**config.mk**
```make
export PLATFORM = sky130hd
export DESIGN_NAME = mealy_stream_arbiter
export DESIGN_NICKNAME = d
export VERILOG_FILES = /design/src/rtl/mealy_stream_arbiter.sv
export SDC_FILE = /design/constraint.sdc
export NUM_CORES = 1
export LEC_CHECK = 0
export BUFFER_PORTS_ARGS = -buffer_cell sky130_fd_sc_hd__buf_4
export CAP_MARGIN = 10
export CORE_MARGIN = 2
export CORE_UTILIZATION = 55
export CTS_BUF_LIST = sky130_fd_sc_hd__clkbuf_8
export CTS_CLUSTER_SIZE = 20
export DETAILED_ROUTE_END_ITERATION = 6
export GPL_TIMING_DRIVEN = 0
export PLACE_DENSITY = 0.88
export RECOVER_POWER = 100
export SYNTH_ARGS = -nofsm -noshare
export SYNTH_HDL_FRONTEND = slang
export SYNTH_SLANG_ARGS = --single-unit
```
**constraint.sdc**
```tcl
create_clock -name clk -period 6.2 [get_ports clk]
set_clock_uncertainty 0.15 [all_clocks]
set_input_delay 0.62 -clock clk [delete_from_list [all_inputs] [get_ports clk]]
set_output_delay 0.62 -clock clk [all_outputs]
set_load 0.03 [all_outputs]
```
**src/rtl/mealy_stream_arbiter.sv**
```systemverilog
// Round-robin front end that time-shares one external 3-state Mealy machine:
// each granted frame is replayed LSB first and the per-bit outputs come back as one word.
module mealy_stream_arbiter #(
  parameter int NREQ    = 4,
  parameter int FRAME_W = 8,
  parameter int ID_W    = 2
) (
  input  logic                    clk,
  input  logic                    reset,
  input  logic [NREQ-1:0]         req_valid,
  input  logic [NREQ*FRAME_W-1:0] req_data,
  output logic [NREQ-1:0]         req_ready,
  output logic                    fsm_rst,
  output logic                    fsm_in,
  input  logic                    fsm_out,
  output logic                    resp_valid,
  input  logic                    resp_ready,
  output logic [FRAME_W-1:0]      resp_data,
  output logic [ID_W-1:0]         resp_id,
  output logic                    busy,
  output logic [2:0]              state_dbg
);

  // Handshakes: a transfer happens on a rising edge where valid & ready are both
  // high; valid never depends on ready, and payloads are stable while valid waits.
  localparam int CNT_W = (FRAME_W > 1) ? $clog2(FRAME_W) : 1;
  localparam logic [CNT_W-1:0] K_LAST = CNT_W'(FRAME_W - 1);

  typedef enum logic [2:0] {
    S_IDLE  = 3'd0,
    S_GRANT = 3'd1,
    S_SHIFT = 3'd2,
    S_DRAIN = 3'd3,
    S_DONE  = 3'd4
  } state_t;

  state_t             state, state_nxt;
  logic [ID_W-1:0]    rr_ptr, win_id, rr_nxt;
  logic               win_found;
  logic [NREQ-1:0]    rot;
  logic [ID_W:0]      sum;
  logic [FRAME_W-1:0] win_frame, frame;
  logic [CNT_W-1:0]   k;

  // Rotate so bit 0 is rr_ptr; scanning downward leaves the nearest requester as winner.
  always_comb begin
    rot       = NREQ'({req_valid, req_valid} >> rr_ptr);
    win_found = 1'b0;
    win_id    = '0;
    sum       = '0;
    for (int i = NREQ - 1; i >= 0; i--) begin
      if (rot[i]) begin
        win_found = 1'b1;
        sum = {1'b0, rr_ptr} + (ID_W+1)'(i);
        if (sum >= (ID_W+1)'(NREQ)) sum = sum - (ID_W+1)'(NREQ);
        win_id = sum[ID_W-1:0];
      end
    end
  end

  always_comb begin
    win_frame = '0;
    for (int i = 0; i < NREQ; i++) begin
      if (win_id == ID_W'(i)) win_frame = req_data[i*FRAME_W +: FRAME_W];
    end
  end

  assign rr_nxt = (win_id == ID_W'(NREQ - 1)) ? '0 : win_id + 1'b1;

  always_comb begin
    state_nxt = state;
    case (state)
      S_IDLE:  if (|req_valid) state_nxt = S_GRANT;
      S_GRANT: state_nxt = win_found ? S_SHIFT : S_IDLE;
      S_SHIFT: if (k == K_LAST) state_nxt = S_DRAIN;
      S_DRAIN: state_nxt = S_DONE;
      S_DONE:  if (resp_ready) state_nxt = S_IDLE;
      default: state_nxt = S_IDLE;
    endcase
  end

  always_ff @(posedge clk) begin
    if (reset) begin
      state     <= S_IDLE;
      rr_ptr    <= '0;
      k         <= '0;
      frame     <= '0;
      resp_data <= '0;
      resp_id   <= '0;
    end else begin
      state <= state_nxt;
      case (state)
        S_GRANT: begin
          if (win_found) begin
            frame   <= win_frame;
            resp_id <= win_id;
            rr_ptr  <= rr_nxt;
          end
          k <= '0;
        end
        S_SHIFT: begin
          // Machine output is registered, so bit k-1's result is visible while bit k is driven.
          if (k != '0) resp_data[k - 1'b1] <= fsm_out;
          k <= k + 1'b1;
        end
        S_DRAIN: resp_data[FRAME_W-1] <= fsm_out;
        default: ;
      endcase
    end
  end

  always_comb begin
    req_ready = '0;
    for (int i = 0; i < NREQ; i++) begin
      req_ready[i] = (state == S_GRANT) && win_found && !reset && (win_id == ID_W'(i));
    end
  end

  assign fsm_rst    = reset || (state == S_GRANT);
  assign fsm_in     = (state == S_SHIFT) && !reset && frame[k];
  assign resp_valid = (state == S_DONE);
  assign busy       = (state != S_IDLE);
  assign state_dbg  = state;

endmodule

```
# Yosys cells after proc, flatten, opt, wreduce, memory -nomap -nowiden

Index checks and enable logic that the tools add are counted.

$add $sub $neg: 10
Order comparisons: 7
Eq/ne operators: 12
Shift-type cells: 1
Mux-type cells: 30
Reduce and logical (&&, ||, !) cells: 22

Operator list:

| cell                                                      | number |
|---|---|
| two-way mux 8 bit                                         | 5 |
| two-way mux 2 bit                                         | 10 |
| one-hot mux 3 bit (5 select lines)                        | 1 |
| greater-or-equal comparator 3 bit (second input constant) | 3 |
| logical AND 1 bit                                         | 9 |
| two-way mux 3 bit                                         | 3 |
| bitwise mux 8 bit                                         | 1 |
| < comparator 3 x 4 -> 1 bit (second input constant)       | 2 |
| right shift 8 x 2 -> 4 bit                                | 1 |
| subtractor 2 x 1 -> 2 bit (second input constant)         | 4 |
| adder 2 x 2 -> 3 bit (second input constant)              | 2 |
| equality test 3 x 2 -> 1 bit (second input constant)      | 2 |
| equality test 3 bit (second input constant)               | 2 |
| two-way mux 1 bit                                         | 6 |
| inequality test 2 bit (second input constant)             | 3 |
| one-hot mux 3 bit (2 select lines)                        | 1 |
| AND reduction 2 bit                                       | 3 |
| nonzero test 3 bit                                        | 2 |
| equality test 2 bit (second input constant)               | 2 |
| nonzero test 2 bit                                        | 2 |
| OR reduction 4 bit                                        | 1 |
| adder 2 x 1 -> 3 bit (second input constant)              | 1 |
| adder 3 x 1 -> 3 bit (second input constant)              | 1 |
| binary-select mux 1 bit (select 3 bit)                    | 1 |
| 14 further kinds                                          | 14 |

Register bits: 26
Input port bits: 40
Output and inout bits: 21
Logic and storage cells: 89

# Longest topological paths before layout

Gate-level depths: netlist of the first run.

Word-level depth: 12
Mapped depth: 11
Depth with buffers taken out: 9

# Worst setup path after synthesis of the first run

OpenSTA, ideal clock, no wires.

Path kind: input to output
Start: input req_valid[2]
End: output req_ready[3]
Arrival: 2.351 ns
Required time: 5.430 ns
Setup slack: 3.079 ns
Cell stages on the path: 8
Buffers on the path: 2
Cell sequence: nor2b_1 a21o_1 a211o_1 inv_1 ha_1 clkbuf_1 clkbuf_1 and3_1

Elaborated cells between the ends (all ways): 13
Those cells by class: eq/ne: 1; shift: 1; mux: 8; reduce/logical: 3

RTL lines:

| item                           | RTL line | text |
|---|---|---|
| start: declaration             | 10       | `input logic [NREQ-1:0] req_valid,` |
| right shift 8 x 2 -> 4 bit (*) | 47       | `rot = NREQ'({req_valid, req_valid} >> rr_ptr);` |
| two-way mux 2 bit (3 in a row) | 52       | `if (rot[i]) begin` |
| two-way mux 2 bit (*)          | 52       |  |
| net win_id[0]                  | 38       | `logic [ID_W-1:0] rr_ptr, win_id, rr_nxt;` |
| equality test 2 bit (*)        | 115      | `req_ready[i] = (state == S_GRANT) && win_found && !reset && (win_id == ID_W'(i));` |
| logical AND 1 bit (*)          | 115      |  |
| end: declaration               | 12       | `output logic [NREQ-1:0] req_ready,` |

The timed path passes the listed nets; every way through them passes the cells marked *.

# Worst setup path after layout of the first run

Same ends and word-level chain as after synthesis.

==> out/metrics.csv, run 1 <==
stage;metric;value;unit
yosys;syn-num-nets;266;
yosys;ys.warnings.count;0;
yosys;synth_top_family_by_area;compound AO/OA/AOI/OAI gates;
worst_setup_path;worst_path_max_delay_cell;clkbuf_1;
grt;grt_pass1_vias;1685;
cts;cts_buffers;3;
worst_hold_path;min_path_type;reg2reg;
yosys;syn_avg_cell_area;7.64;µm²
cells_and_area;n_fill_cell;243;
yosys;synth_xor_area_share;1.05;%
place;dpl_cell_area;2140;µm²
yosys;synth.mux.area_fraction;4.58;%
sta;fin_hold_ws;0.318;ns
grt;track_usage;27.3;%
yosys;synth_simple_gate_area_share;20.0;%
yosys;ys_types;40;
cts;cts_hold_buffers;0;
yosys;synth_compound_area_share;29.2;%
yosys;synth_area;1670;µm²
power_and_ir_drop;p_comb_share;38.3;%
sta;finalSetupViolations;0;
floorplanning;io_pins;61;
cts;cts_root_buf;clkbuf_8;
sta;min_period;3.64;ns
yosys;synth_seq_area_share;31.2;%
power_and_ir_drop;pwr-share-seq;39.2;%
worst_setup_path;cp.arrival;2.87;ns
route;ant_nets;0;
sta;max_freq;275;MHz
cells_and_area;syn_to_final_growth;26.4;%
route;viasPerCell;5.77;
cts;cts_tree;done;
run_status;status;finished clean;
yosys;yosys.area_share.adder;6.01;%
cts;path_clk_slew;0.09;ns
grt;use_met2;49.4;%
yosys;synth_edf_count;0;
yosys;yosysTopAreaCell;dfxtp_1;
power_and_ir_drop;leakage;0.904;nW
worst_setup_path;crit_family;buffers and inverters;
floorplanning;rows;19;
place;io_buffers;58;
power_and_ir_drop;switchingPower;0.185;mW
sta;setup-tns-final;0;ns
power_and_ir_drop;pwr-share-clk;22.5;%
place;globalplace.congestion;0.853;
grt;grtUsageMet3;5.90;%
cells_and_area;mostFrequentLayoutCell;clkbuf_1;
worst_setup_path;cp_slowest_stage_delay;0.37;ns
cts;clockBufferDepth;2;
floorplanning;start_util;58.9;%
worst_setup_path;worstPathRequired;5.43;ns
route;drt-total-wl;4460;µm
cts;clock_latency;0.28;ns
yosys;ys_seq_elements;26;
grt;grt_max_degree;15;
grt;overflow;0;
worst_setup_path;cp_cell_sequence;clkbuf_1 -> nor2b_1 -> a21o_1 -> a211o_1 -> inv_1 -> ha_1 -> clkbuf_1 -> clkbuf_1 -> and3_1 -> clkbuf_1;
power_and_ir_drop;p_per_area;236;nW/µm²
power_and_ir_drop;power.share.switching;37.1;%
cts;cts_resized;0;
sta;tightest_slew;0.593;ns
worst_setup_path;critPathLaunchType;input pin;
route;dr.pass1.iters;5;
cts;cts_setup_buffers;0;
cells_and_area;drive_gt1_share;17.9;%
yosys;synthArstFlopShare;0;%
worst_setup_path;crit_fanout;10;
yosys;synthCells;218;
cells_and_area;mostFrequentLayoutCells;clkbuf_1 (38), a21oi_1 (37), buf_4 (36);
sta;maxSlewViolCount;0;
worst_setup_path;worst-path-buf-inv;5;
cells_and_area;nets;329;
cells_and_area;final_util;74.5;%
sta;period_share;58.8;%
floorplanning;dieArea;3490;µm²
yosys;netlist.area_leader.share;31.2;%
worst_setup_path;crit_path_end_kind;primary output;
route;routedWlPerCell;14.3;µm
sta;slew_headroom;60.1;%
sta;hold_violations;0;
power_and_ir_drop;power.internal;0.313;mW
cts;clock-sinks;26;
yosys;synthTopCellsByArea;dfxtp_1 (31%), a21oi_1 (11%), o21ai_0 (6.6%), ha_1 (6.0%), a22oi_1 (5.0%);
cts;cts.htree.levels;1;
grt;busiest_layer;met2;
worst_setup_path;path_class;in2out;
floorplanning;die_h;59.0;µm
grt;grt_pass1_wl;7260;µm
run;maxCapViolCount;0;
cells_and_area;antenna_cells_inserted;0;
yosys;synth_flop_cell;dfxtp_1;
sta;rsz0062_at_grt;no;
floorplanning;die_x;59.0;µm
grt;globalRouteMet1Util;31.7;%
worst_setup_path;cp_common_cell;clkbuf_1;
cells_and_area;finalInstanceArea;2110;µm²
floorplanning;core-area;2830;µm²
route;drt_iter0_drc;79;
route;vias;1794;
grt;antenna_found_initial;0;
route;drc;0;
power_and_ir_drop;max-vdd-ir-drop;0.219;mV
place;dp_hpwl;3490;µm
==> sequential cells by signal, summed over array words and instances, names as in the netlist <==
register and flops:
resp_data 8, frame 8, resp_id 2, rr_ptr 2, k 3, state_dbg 3
==> kinds of logic (layout without fill, tap and decap cells) <==
kind of cell,Yosys count,count (layout)
multiplexers,5,5
adder cells (fa/ha/maj),8,8
buffers and inverters,34,96
AO/OA/AOI/OAI,83,83
flip-flops,26,26
AND/OR/NAND/NOR,60,60
XOR/XNOR,2,2
==> power by group through the flow <==
stage                     Clock (mW)  Combinational, mW  Sequential [mW]
after floorplan                    0              0.128            0.203
after global placement             0              0.192            0.198
after detailed placement           0              0.197            0.198
after CTS                      0.112              0.198            0.195
after global routing           0.120              0.213            0.197
final                          0.112              0.191            0.195
==> worst register-to-register path: stages (launching register included) <==
cell	delay, ns
dfxtp_1	0.36
nor2b_1	0.08
a21o_1	0.16
a211o_1	0.32
inv_1	0.13
ha_1	0.16
clkbuf_1	0.26
clkbuf_1	0.30
o21ai_0	0.15
a22oi_1	0.21
a21oi_1	0.10
==> through the flow <==
| stage | std cells | power (mW) | worst slack (ns) |
|---|---|---|---|
| floorplan | 218 | 0.331 | 3.08 |
| global placement | 307 | 0.390 | 2.71 |
| finish | 311 | 0.498 | 2.56 |
| detailed placement | 307 | 0.395 | 2.71 |
| CTS | 311 | 0.505 | 2.70 |
| global route | 311 | 0.530 | 2.34 |
==> path summary, 6_finish.rpt <==
| kind | from | endpoint | slack [ns] | cells past startpoint |
|---|---|---|---|---|
| worst max-delay path | req_valid[2] | req_ready[3] | 2.56 | 10 |
| worst min-delay path | resp_data[7] | resp_data[7] | 0.32 | 2 |
| worst max register to register | rr_ptr[0] | frame[1] | 3.67 | 10 |
| worst min register to register | resp_data[7] | resp_data[7] | 0.32 | 2 |
==> Yosys cell counts (2+ instances only) <==
master and count:
nor2b_1 3, a21oi_1 37, nand3_1 7, nor2_1 8, nand4_1 4, and3_1 5, inv_1 16, buf_2 4
nor4_1 2, mux4_2 2, nand2_1 16, mux2i_1 2, ha_1 8, nor3_4 2, clkbuf_1 13, o31ai_1 4
dfxtp_1 26, nand2b_1 4, nor3_1 2, o21ai_0 22, a22oi_1 11, a22o_1 2
==> cell type report <==
type	instances	area, µm²	area share, %
Tap cell	31	38.8	1.84
Timing Repair Buffer	58	353	16.7
Inverter	16	60.1	2.85
Sequential cell	26	520	24.7
Buffer	18	70.1	3.33
Clock buffer	4	55.1	2.61
Multi-Input combinational cell	158	1010	47.9
==> routing by layer <==
| layer | share of wire (%) | up-vias |
|---|---|---|
| met3 | 7.1 | 6 |
| met5 | 0 | - |
| met2 | 50 | 65 |
| met1 | 41 | 822 |
| li1 | - | 901 |
| met4 | 1.2 | 0 |
Power figures use the tool's default switching activity.
==> run 2, diff against run 1 <==
--- a/config.mk
+++ b/config.mk
@@ -5,15 +5,16 @@
 export SDC_FILE = /design/constraint.sdc
 export NUM_CORES = 1
 export LEC_CHECK = 0
+export ABC_AREA = 1
 export BUFFER_PORTS_ARGS = -buffer_cell sky130_fd_sc_hd__buf_4
 export CAP_MARGIN = 10
 export CORE_MARGIN = 2
-export CORE_UTILIZATION = 55
+export CORE_UTILIZATION = 47
 export CTS_BUF_LIST = sky130_fd_sc_hd__clkbuf_8
 export CTS_CLUSTER_SIZE = 20
 export DETAILED_ROUTE_END_ITERATION = 6
 export GPL_TIMING_DRIVEN = 0
-export PLACE_DENSITY = 0.88
+export PLACE_DENSITY = 0.79
 export RECOVER_POWER = 100
 export SYNTH_ARGS = -nofsm -noshare
 export SYNTH_HDL_FRONTEND = slang
==> constraint.sdc (replaced) <==
create_clock -name clk -period 3.1 [get_ports clk]
set_clock_uncertainty 0.15 [all_clocks]
set_input_delay 0.31 -clock clk [delete_from_list [all_inputs] [get_ports clk]]
set_output_delay 0.31 -clock clk [all_outputs]
set_load 0.03 [all_outputs]
==> run 2 against run 1 <==
Against the previous run:
- non-clock buffer count decreased by 8
- largest power group is now combinational logic
- sequential share of layout area down 1.1 points
- final area grew 4.7%
- largest cell class unchanged
- critical path type is now reg2out
==> out/metrics.csv, run 2 <==
stage;metric;value;unit;change
floorplanning;io_pins;61;;unchanged
cells_and_area;finalInstanceArea;2210;µm²;+4.7%
floorplanning;die_h;64.9;µm;+9.9%
power_and_ir_drop;p_per_area;617;nW/µm²;+160%
cts;clock_latency;0.27;ns;about the same
sta;finalSetupViolations;0;;unchanged
sta;maxSlewViolCount;0;;unchanged
yosys;synth_seq_area_share;29.9;%;-1.3 points
route;dr.pass1.iters;4;;-1
worst_setup_path;r2r_slack;0.41;ns;-3.26 ns
worst_setup_path;regToRegStartpoint;rr_ptr[0];;
cts;cts_buffers;3;;unchanged
grt;overflow;0;;unchanged
worst_hold_path;min_from;reset;;
worst_setup_path;cp_common_cell;nand2_1;;
route;routedWlPerCell;11.0;µm;-23%
sta;period_share;89.4;%;
yosys;synth.most_common_cell;nand2_1;;
place;io_buffers;59;;+1.7%
route;drc;0;;unchanged
grt;antenna_found_initial;0;;unchanged
sta;rsz0062_at_grt;no;;
power_and_ir_drop;max-vdd-ir-drop;0.366;mV;+67%
floorplanning;core-area;3610;µm²;+27%
place;dp_hpwl;3420;µm;-1.9%
grt;track_usage;21.2;%;-6.1 points
worst_setup_path;worst_path_max_delay_cell;dfxtp_1;;
cts;cts_tree;done;;
route;drt_iter0_drc;93;;+18%
floorplanning;die_x;64.9;µm;+9.9%
cells_and_area;seqCellArea;520;µm²;unchanged
place;dpl_cell_area;2240;µm²;+4.9%
yosys;synth_commonest_cells;nand2_1 (62), inv_1 (36), dfxtp_1 (26);;
route;vias;1900;;+5.9%
floorplanning;start_util;48.3;%;-11 points
yosys;ys_seq_elements;26;;unchanged
worst_setup_path;timing.rr.end;frame[2];;
yosys;synth_flop_cell;dfxtp_1;;
power_and_ir_drop;p_total;1.36;mW;+170%
power_and_ir_drop;leakage;1.08;nW;+19%
sta;max_freq;361;MHz;
run;maxCapViolCount;0;;unchanged
sta;min_period;2.77;ns;
sta;slew_headroom;68.6;%;+8.5 points
cells_and_area;antenna_cells_inserted;0;;unchanged
yosys;synth_edf_count;0;;unchanged
place;place_inst;376;;+22%
yosys;synthArstFlopShare;0;%;unchanged
sta;tightest_slew;0.471;ns;-0.122 ns
cts;cts_root_buf;clkbuf_8;;
worst_setup_path;crit_path_end_kind;primary output;;
floorplanning;rows;22;;+3
grt;grt_pass1_wl;7250;µm;about the same
sta;setup_ws;0.328;ns;-2.23 ns
sta;fin_hold_ws;0.0936;ns;-0.225 ns
cells_and_area;largestRegisters;frame: 8 flops, resp_data: 8 flops;;
yosys;yosysTopAreaCell;dfxtp_1;;
route;ant_nets;0;;unchanged
cells_and_area;final_cells;379;;+22%
worst_hold_path;min_path_type;in2reg;;
place;pre_cts_slack;0.421;ns;-2.29 ns
cts;path_clk_slew;0.09;ns;about the same
worst_setup_path;cp.arrival;2.31;ns;-0.56 ns
worst_setup_path;cp_slowest_stage_delay;0.46;ns;+0.09 ns
yosys;synthCells;269;;+23%
cells_and_area;mostFrequentLayoutCells;nand2_1 (64), buf_4 (41), inv_1 (37);;
floorplanning;dieArea;4210;µm²;+21%
cells_and_area;multi_input_area;975;µm²;-3.5%
cells_and_area;syn_to_final_growth;26.7;%;
cts;cts_setup_buffers;0;;unchanged
worst_setup_path;path_class;reg2out;;
run_status;status;finished clean;;
cts;clockBufferDepth;2;;unchanged
worst_setup_path;rr_worst_depth;18;;+8
worst_setup_path;critPathLaunchType;flop;;
place;globalplace.congestion;0.837;;-1.9%
yosys;synth_area;1740;µm²;+4.5%
cts;cts.htree.levels;1;;unchanged
yosys;synthTopCellsByArea;dfxtp_1 (30%), nand2_1 (13%), inv_1 (7.8%), o211ai_1 (7.3%), a21oi_1 (6.0%);;
cells_and_area;final_util;61.2;%;-13 points
worst_setup_path;worst-path-buf-inv;5;;unchanged
worst_setup_path;cp_cell_sequence;inv_2 -> nand3_1 -> nand2_1 -> o21ai_0 -> nand2_1 -> nand2_1 -> inv_1 -> ha_1 -> clkbuf_2 -> inv_1 -> nor2_1 -> buf_4;;
route;viasPerCell;5.01;;-13%
cells_and_area;nets;380;;+16%
worst_setup_path;worstPathRequired;2.64;ns;-2.79 ns
yosys;syn_avg_cell_area;6.47;µm²;-15%
sta;hold_violations;0;;unchanged
worst_setup_path;crit_fanout;9;;-1
yosys;ys.warnings.count;0;;unchanged
grt;grt_pass1_vias;1798;;+6.7%
yosys;syn-num-nets;317;;+19%
cells_and_area;mostFrequentLayoutCell;nand2_1;;
cells_and_area;n_fill_cell;373;;+53%
route;drt-total-wl;4180;µm;-6.2%
yosys;netlist.area_leader.share;29.9;%;-1.3 points
grt;grt_max_degree;15;;unchanged
sta;setup-tns-final;0;ns;unchanged
worst_hold_path;min_path_cells;2;;unchanged
worst_setup_path;crit_family;buffers and inverters;;
cells_and_area;drive_gt1_share;18.7;%;+0.87 points
cts;clock-sinks;26;;unchanged
yosys;ys_types;27;;-33%
worst_hold_path;holdPathEnd;resp_data[4];;
-- run 2: cell count changes after synthesis, moves of 4 or more --
cell      change
nand3_1      +10
nor2_1       +13
o211ai_1     +17
nand2b_1      -4
o21ai_1       +7
nand2_1      +46
a21oi_1      -16
inv_1        +20
a22oi_1      -11
clkbuf_1     -10
inv_2         +8
o21ai_0       -7
and3_1        -5
-- run 2: how the worst max path moves through the flow --
| stage | cells after the start | slack, ns | to | start |
|---|---|---|---|---|
| 4_1_cts | 14 | 0.12 | req_ready[3] | rr_ptr[0] |
| 3_5_place_dp | 14 | 0.42 | req_ready[3] | req_valid[3] |
| 2_1_floorplan | 15 | 0.57 | req_ready[3] | rr_ptr[0] |
| 5_1_grt | 18 | 0.07 | frame[1] | rr_ptr[0] |
| 3_3_place_gp | 14 | 0.48 | req_ready[3] | req_valid[3] |
| 6_report | 12 | 0.33 | req_ready[2] | rr_ptr[1] |
-- run 2: layout make-up --
type	instances	area share (%)
flip-flops and latches	26	23.6
clock buffers	4	2.50
inverters	44	7.49
multi-input cells	189	44.2
repair buffers	59	16.9
plain buffers	9	2.61
well taps	48	2.72
-- run 2: logic make-up (layout without fill, tap and decap cells) --
kind of cell    count (synthesis)  after routing  share of synthesized area (%)
buf+inv                        54            116                           13.0
compound gates                 65             65                           22.0
fa+ha+maj                       8              8                           5.75
simple gates                  115            115                           28.9
xor+xnor                        1              1                          0.503
flops                          26             26                           29.9
-- run 2: timing repair --
item / 4_1_cts / 5_1_grt
hold buffers: 0 / 0
setup endpoints to repair: 0 / 1
gates resized for setup: 0 / 0
-- run 2: routing by layer --
| metal | up-vias | GRT usage, % | part of all wire [%] |
|---|---|---|---|
| met2 | 33 | 38.8 | 49 |
| li1 | 1013 | - | - |
| met5 | - | 0 | 0 |
| met3 | 7 | 3.47 | 3.6 |
| met1 | 847 | 25.5 | 47 |
| met4 | 0 | 5.59 | 1.0 |
-- run 2: report_power, final --
part           switching (mW)  leakage (nW)  internal [mW]
Sequential             0.0322         0.212          0.378
Clock                   0.108        0.0288          0.114
Combinational           0.466         0.835          0.264
